`config.mk`:
```
export PLATFORM = sky130hd
export DESIGN_NAME = life_grid_mem_arbiter
export DESIGN_NICKNAME = d
export VERILOG_FILES = /design/src/rtl/life_grid_mem_arbiter.sv
export SDC_FILE = /design/constraint.sdc
export NUM_CORES = 1
export LEC_CHECK = 0
export BUFFER_PORTS_ARGS = -buffer_cell sky130_fd_sc_hd__clkbuf_2
export CAP_MARGIN = 15
export CORE_MARGIN = 10
export CORE_UTILIZATION = 38
export CTS_BUF_LIST = sky130_fd_sc_hd__clkbuf_4
export DETAILED_ROUTE_END_ITERATION = 7
export GPL_TIMING_DRIVEN = 0
export PLACE_DENSITY = 0.86
export RECOVER_POWER = 25
export SETUP_SLACK_MARGIN = 0.05
export SYNTH_ARGS = -nofsm -noshare
export SYNTH_HDL_FRONTEND = slang
export SYNTH_SLANG_ARGS = --single-unit
```
`constraint.sdc`:
```
create_clock -name clka -period 2.9 [get_ports clka]
set_clock_uncertainty 0.15 [all_clocks]
set_input_delay 0.58 -clock clka [delete_from_list [all_inputs] [get_ports clka]]
set_output_delay 0.58 -clock clka [all_outputs]
set_load 0.02 [all_outputs]
```
`src/rtl/life_grid_mem_arbiter.sv`:
```
// Shares the single-port cell-grid RAM between loader, generation engine and display scan.
// Bursty grants with a dead TURN cycle between owners; read data returns one cycle later, owner-tagged.
module life_grid_mem_arbiter #(
  parameter int ADDR_W    = 9,
  parameter int DATA_W    = 8,
  parameter int MAX_BURST = 15,
  parameter int BURST_W   = 4
) (
  input  logic              clka,
  input  logic              reset,
  input  logic              ld_req,
  input  logic              ld_we,
  input  logic [ADDR_W-1:0] ld_addr,
  input  logic [DATA_W-1:0] ld_wdata,
  output logic              ld_gnt,
  output logic              ld_rvalid,
  input  logic              gen_req,
  input  logic              gen_we,
  input  logic [ADDR_W-1:0] gen_addr,
  input  logic [DATA_W-1:0] gen_wdata,
  output logic              gen_gnt,
  output logic              gen_rvalid,
  input  logic              dsp_req,
  input  logic [ADDR_W-1:0] dsp_addr,
  output logic              dsp_gnt,
  output logic              dsp_rvalid,
  output logic [DATA_W-1:0] rdata,
  output logic              mem_en,
  output logic              mem_we,
  output logic [ADDR_W-1:0] mem_addr,
  output logic [DATA_W-1:0] mem_wdata,
  input  logic [DATA_W-1:0] mem_rdata,
  output logic [1:0]        owner,
  output logic              busy
);

  typedef enum logic [1:0] {IDLE, OWN, TURN} state_t;

  localparam logic [1:0] OWN_NONE = 2'd0;
  localparam logic [1:0] OWN_LD   = 2'd1;
  localparam logic [1:0] OWN_GEN  = 2'd2;
  localparam logic [1:0] OWN_DSP  = 2'd3;

  state_t             state_reg, state_next;
  logic [1:0]         owner_reg, owner_next;
  logic [BURST_W-1:0] burst_reg, burst_next;
  logic               rr_dsp_last_reg, rr_dsp_last_next;
  logic [1:0]         tag_reg, tag_next;

  logic               own_req;
  logic               own_we;
  logic [ADDR_W-1:0]  own_addr;
  logic [DATA_W-1:0]  own_wdata;
  logic               others_pending;
  logic               beat;
  logic [BURST_W-1:0] burst_inc;
  logic [1:0]         pick;
  logic [3:1]         gnt_vec;
  logic [3:1]         rvalid_vec;

  always_comb begin
    own_req        = 1'b0;
    own_we         = 1'b0;
    own_addr       = '0;
    own_wdata      = '0;
    others_pending = 1'b0;
    case (owner_reg)
      OWN_LD: begin
        own_req        = ld_req;
        own_we         = ld_we;
        own_addr       = ld_addr;
        own_wdata      = ld_wdata;
        others_pending = gen_req | dsp_req;
      end
      OWN_GEN: begin
        own_req        = gen_req;
        own_we         = gen_we;
        own_addr       = gen_addr;
        own_wdata      = gen_wdata;
        others_pending = ld_req | dsp_req;
      end
      OWN_DSP: begin
        own_req        = dsp_req;
        own_addr       = dsp_addr;
        others_pending = ld_req | gen_req;
      end
      default: ;
    endcase
  end

  assign beat      = (state_reg == OWN) && own_req;
  assign burst_inc = burst_reg + BURST_W'(1);

  // ld always wins; gen/dsp alternate on a tie, starting from whichever did not go last
  always_comb begin
    pick = OWN_NONE;
    if (ld_req)
      pick = OWN_LD;
    else if (gen_req && dsp_req)
      pick = rr_dsp_last_reg ? OWN_GEN : OWN_DSP;
    else if (gen_req)
      pick = OWN_GEN;
    else if (dsp_req)
      pick = OWN_DSP;
  end

  always_comb begin
    state_next       = state_reg;
    owner_next       = owner_reg;
    burst_next       = burst_reg;
    rr_dsp_last_next = rr_dsp_last_reg;
    case (state_reg)
      OWN: begin
        if (!own_req) begin
          state_next = TURN;
          owner_next = OWN_NONE;
        end else if (burst_inc == BURST_W'(MAX_BURST)) begin
          burst_next = '0;
          if (others_pending) begin
            state_next = TURN;
            owner_next = OWN_NONE;
          end
        end else begin
          burst_next = burst_inc;
        end
      end
      default: begin
        if (pick != OWN_NONE) begin
          state_next = OWN;
          owner_next = pick;
          burst_next = '0;
          if (pick == OWN_GEN) rr_dsp_last_next = 1'b0;
          if (pick == OWN_DSP) rr_dsp_last_next = 1'b1;
        end else begin
          state_next = IDLE;
          owner_next = OWN_NONE;
        end
      end
    endcase
  end

  assign mem_en    = beat;
  assign mem_we    = beat && own_we && (owner_reg != OWN_DSP);
  assign mem_addr  = beat ? own_addr : '0;
  assign mem_wdata = beat ? own_wdata : '0;
  assign tag_next  = (beat && !mem_we) ? owner_reg : OWN_NONE;

  always_ff @(posedge clka or negedge reset) begin
    if (!reset) begin
      state_reg       <= IDLE;
      owner_reg       <= OWN_NONE;
      burst_reg       <= '0;
      rr_dsp_last_reg <= 1'b1;
      tag_reg         <= OWN_NONE;
    end else begin
      state_reg       <= state_next;
      owner_reg       <= owner_next;
      burst_reg       <= burst_next;
      rr_dsp_last_reg <= rr_dsp_last_next;
      tag_reg         <= tag_next;
    end
  end

  // owner_reg is OWN_NONE outside OWN, so per-requester decodes need no state term
  generate
    for (genvar gi = 1; gi <= 3; gi++) begin : g_req
      assign gnt_vec[gi]    = (owner_reg == 2'(gi));
      assign rvalid_vec[gi] = (tag_reg == 2'(gi));
    end
  endgenerate

  assign ld_gnt     = gnt_vec[1];
  assign gen_gnt    = gnt_vec[2];
  assign dsp_gnt    = gnt_vec[3];
  assign ld_rvalid  = rvalid_vec[1];
  assign gen_rvalid = rvalid_vec[2];
  assign dsp_rvalid = rvalid_vec[3];
  assign rdata      = (tag_reg != OWN_NONE) ? mem_rdata : '0;
  assign owner      = owner_reg;
  assign busy       = (state_reg == OWN);

endmodule

```
Word level (Yosys, flattened, before mapping) --
Index checks and enable logic that the tools add are counted.
Storage, ports and cells: bits in registers 11, input port bits 58, output and inout bits 36, word-level logic and storage cells 67
Cells by class: add/sub/neg operators 1, equal/unequal tests 14, multiplexer cells 30, bitwise gates (word level) 4, reductions and logical operators 13
Operator list (count):
- $mux W2 | 14
- $pmux W9 S3 | 1
- $mux W4 | 4
- $mux W8 | 2
- $pmux W8 S2 | 1
- $eq A2 B2 Y1 const B | 6
- $mux W9 | 1
- $reduce_bool A2 Y1 | 4
- $eq A2 B1 Y1 const B | 3
- $ne A3 B2 Y1 const B | 2
- $pmux W1 S3 | 2
- $logic_and A1 B1 Y1 | 5
- $add A4 B1 Y4 const B | 1
- $eq A4 B4 Y1 const B | 1
- $mux W1 | 4
- $reduce_and A2 Y1 | 2
- $or A1 B1 Y1 | 3
- $reduce_and A3 Y1 | 1
- $ne A2 B1 Y1 const B | 1
- $ne A2 B2 Y1 const B | 1
- $pmux W1 S2 | 1
- $logic_not A1 Y1 | 1
- $not A1 Y1 | 1

Logic depth before layout (Yosys ltp) --
word-level depth 8, gate-level depth with buffers 7, mapped depth without buffers 7

Worst setup path after synthesis --
OpenSTA, ideal clock, no wires.
path kind flip-flop to output port, from register owner_reg[0] (netlist: owner[0]), to output mem_wdata[0], arrival 2.112 ns, required time 2.170 ns, setup slack 0.058 ns, cell stages (with the launch flop) 8, buffers on the path 0, cells stage by stage dfrtp_1 > inv_1 > ha_1 > a222oi_1 > or3_1 > inv_2 > nand2_1 > nor2_1
Between the ends: longest elaborated chain between the ends 4, elaborated cells between the ends (all ways) 7, classes of those cells eq/ne: 3; mux: 3; reduce/logical: 1
RTL lines:
- start: declaration | line 45 | logic [1:0] owner_reg, owner_next;
- start signal: assignment | line 157 | owner_reg <= owner_next;
- $eq A2 B2 Y1
- net gen_gnt | line 21 | output logic gen_gnt,
- $pmux W1 S3 | line 67 | case (owner_reg)
- $logic_and A1 B1 Y1 | line 91 | assign beat = (state_reg == OWN) && own_req;
- net mem_en | line 28 | output logic mem_en,
- $mux W8 | line 145 | assign mem_wdata = beat ? own_wdata : '0;
- end: declaration | line 31 | output logic [DATA_W-1:0] mem_wdata,
The timed path passes the listed nets, and every way through them passes these cells.

Worst setup path after layout --
from register owner_reg[1] (netlist: owner[1]), to output mem_wdata[2]
Between the ends: longest elaborated chain between the ends 4, elaborated cells between the ends (all ways) 7, classes of those cells eq/ne: 3; mux: 3; reduce/logical: 1
RTL lines (line):
- $eq A2 B2 Y1 or $eq A2 B1 Y1 (tied branches) | 67
- $pmux W1 S3 | 67
- $logic_and A1 B1 Y1 | 91
- $mux W8 * | 145
Mark *: on every way between the ends. The rest lies on a longest branch, timed or not.

==> metrics.csv <==
metric;value;unit
outcome;finished, final reports clean;
place_hpwl;3.54;mm
clkSinkCount;11;
h-tree-depth;1;
routed_wl;4.30;mm
required;2.17;ns
dr.pass1.iters;5;
synth_common_cells;nor2_1, nor2b_1, a222oi_1, dfrtp_1, a22oi_1;
clk_pin_slew;0.07;ns
antenna_left;0;
clk_path_buf_depth;2;
reg2regPathDepth;7;
netSwitchingFraction;48.7;%
async_reset_ff_share;100;%
grt_max_degree;12;
root_buffer;clkbuf_4;
cp-end-kind;output pin;
power.density;697;nW/um^2
combPwrFrac;68.9;%
synth_ff_type;dfrtp_1;
largest_reg_flops;4;
path_max_fanout;8;
setup_viol;0;
placementRows;18;
intPower;0.000601;W
max_slew.worst_pin.slew;0.584;ns
p_seq_share;20.8;%
die_h;72.0;um
grt_first_pass_wirelength;6.99;mm
fin_setup_tns;0;ns
power.switching;0.000572;W
drive_above_1_share;51.5;%
rsz0062_at_grt;true;
min_period_over_period;95.0;%
numCtsBuffers;3;
critPathLaunchType;register;
yosysUniqueCellTypes;37;
cp.arrival;2.03;ns
yosys-top-cells-area;dfrtp_1, a222oi_1, nor2_1, ha_1, nor2b_1;
io_pins;94;
grt.total_usage;16.2;%
synth_most_common_cell;nor2_1;
r2r_slack;0.87;ns
synth_edf_count;0;
fin_cells;263;
syn2layout_area_growth;63.6;%
synth_top_cell_area_share;24.3;%
n_fill_cell;222;
syn_inst;129;
path_class;register to output pin;
synthesis.nets;193;
hold_path.class;input pin to async pin;
gp_congestion;0.763;
postLayoutCoreUtil;66.7;%
die_area;5190;sq um
peakVddDrop;602;uV
n_antenna_cell;0;
clockPowerShare;10.3;%
p_leak;0.860;nW
post-route-drc-count;0;
first_iter_violations;95;
fp.coreArea;2520;sq um
vias;1415;
period_minus_slack;2.76;ns
grt_overflow;0;
finalHoldViolCount;0;
grt_pass1_vias;1531;
ys_seq_area_share;26.9;%
cts_tree;yes;
die_w;72.0;um
antenna_found_initial;0;
maxSlewHeadroom;61.1;%
clk_latency;0.29;ns
portBuffers;93;
syn_area;1030;sq um
nets;298;
synth-seq-cells;11;
slew_violations;0;
max_freq;0.363;GHz
yosysWarningCount;0;
initial_utilization;40.8;%
yosysTopAreaCell;dfrtp_1;
synth_area_per_cell;7.97;sq um
drv_cap;0;
avgViaCountPerCell;5.38;
wl_per_cell;16.3;um
placed_cells;252;
==> critical path: stages, from the launching register on <==
cell and delay [ns]:
dfrtp_2 0.45, inv_1 0.13, ha_4 0.18, a222oi_1 0.11, or3_4 0.39, inv_4 0.12, nand2_8 0.07, nor2_1 0.12
clkbuf_2 0.18
==> repair_timing <==
action | in CTS | in global routing
gates resized for setup | 6 | 20
pin swaps | 1 | 2
hold buffers | 0 | 0
endpoints found under the setup margin | 18 | 18
buffers inserted | 6 | 1
==> metrics by stage <==
step / worst slack [ns] / power (W) / cell area (sq um) / hold WS [ns]
2_1_floorplan: 0.0583 / 0.000708 / 1030 / 0.134
3_3_place_gp: 0.258 / 0.000910 / 1530 / 0.311
3_5_place_dp: 0.233 / 0.000914 / 1530 / 0.316
4_1_cts: 0.0716 / 0.00111 / 1630 / 0.00779
5_1_grt: 0.0369 / 0.00128 / 1680 / 0.149
6_report: 0.144 / 0.00117 / 1680 / 0.108
==> power groups by stage <==
stage	Clock, W	Sequential, W	Combinational, W
after floorplan	0	0.000248	0.000460
after global placement	0	0.000243	0.000667
after detailed placement	0	0.000244	0.000670
after CTS	0.000121	0.000238	0.000749
after global routing	0.000128	0.000253	0.000896
final	0.000120	0.000244	0.000808
==> metal layers <==
| metal | global-route usage (%) | share of wire, % | vias to the layer above |
|---|---|---|---|
| li1 | - | - | 694 |
| met1 | 15.0 | 34 | 623 |
| met2 | 26.3 | 45 | 89 |
| met3 | 12.0 | 18 | 9 |
| met4 | 7.31 | 2.4 | 0 |
| met5 | 0 | 0 | - |
==> kinds of logic after synthesis <==
| family | after synthesis | synth area share, % |
|---|---|---|
| AOI/OAI and AO/OA | 43 | 32.8 |
| adders and majority gates | 6 | 7.30 |
| buffers and inverters | 12 | 4.74 |
| DFF | 11 | 26.9 |
| muxes | 1 | 1.09 |
| and+or+nand+nor | 56 | 27.1 |
==> layout make-up <==
type | count | area, sq um | share of cell area, %
clock buffers | 4 | 30.0 | 1.78
flip-flops and latches | 11 | 278 | 16.5
inverters | 6 | 25.0 | 1.49
repair buffers | 100 | 526 | 31.2
well taps | 30 | 37.5 | 2.23
multi-input cells | 106 | 752 | 44.7
plain buffers | 6 | 35.0 | 2.08
==> cell usage in the layout (no fill, tap or decap), drive strengths merged <==
master  synthesis  layout
inv             6       6
ha              6       6
and3            2       2
nor3            1       1
o211ai          1       1
nor2           23      23
a211oi          2       2
a21boi          1       1
a21bo           2       2
or3             2       2
o311a           1       1
nand2           8       8
a31o            1       1
nand3b          2       2
and2            1       1
a22oi           9       9
a21oi           3       3
dfrtp          10      10
mux2            1       1
o22a            2       2
nor2b          11      11
nand2b          4       4
clkbuf          3      97
nand3           1       1
buf             3      13
or4             1       1
o21ai           9       9
a22o            1       1
a222oi         10      10
dfstp           1       1
o31ai           1       1
==> worst paths after layout <==
path	from	end
min in group clka	burst_reg[2]	burst_reg[2]
worst max-delay path	owner[1]	mem_wdata[2]
max in group asynchronous	reset	owner[1]
worst min register to register	burst_reg[2]	burst_reg[2]
worst min-delay path	reset	burst_reg[3]
worst max register to register	owner[0]	burst_reg[3]
(Power assumes the default switching activity.)
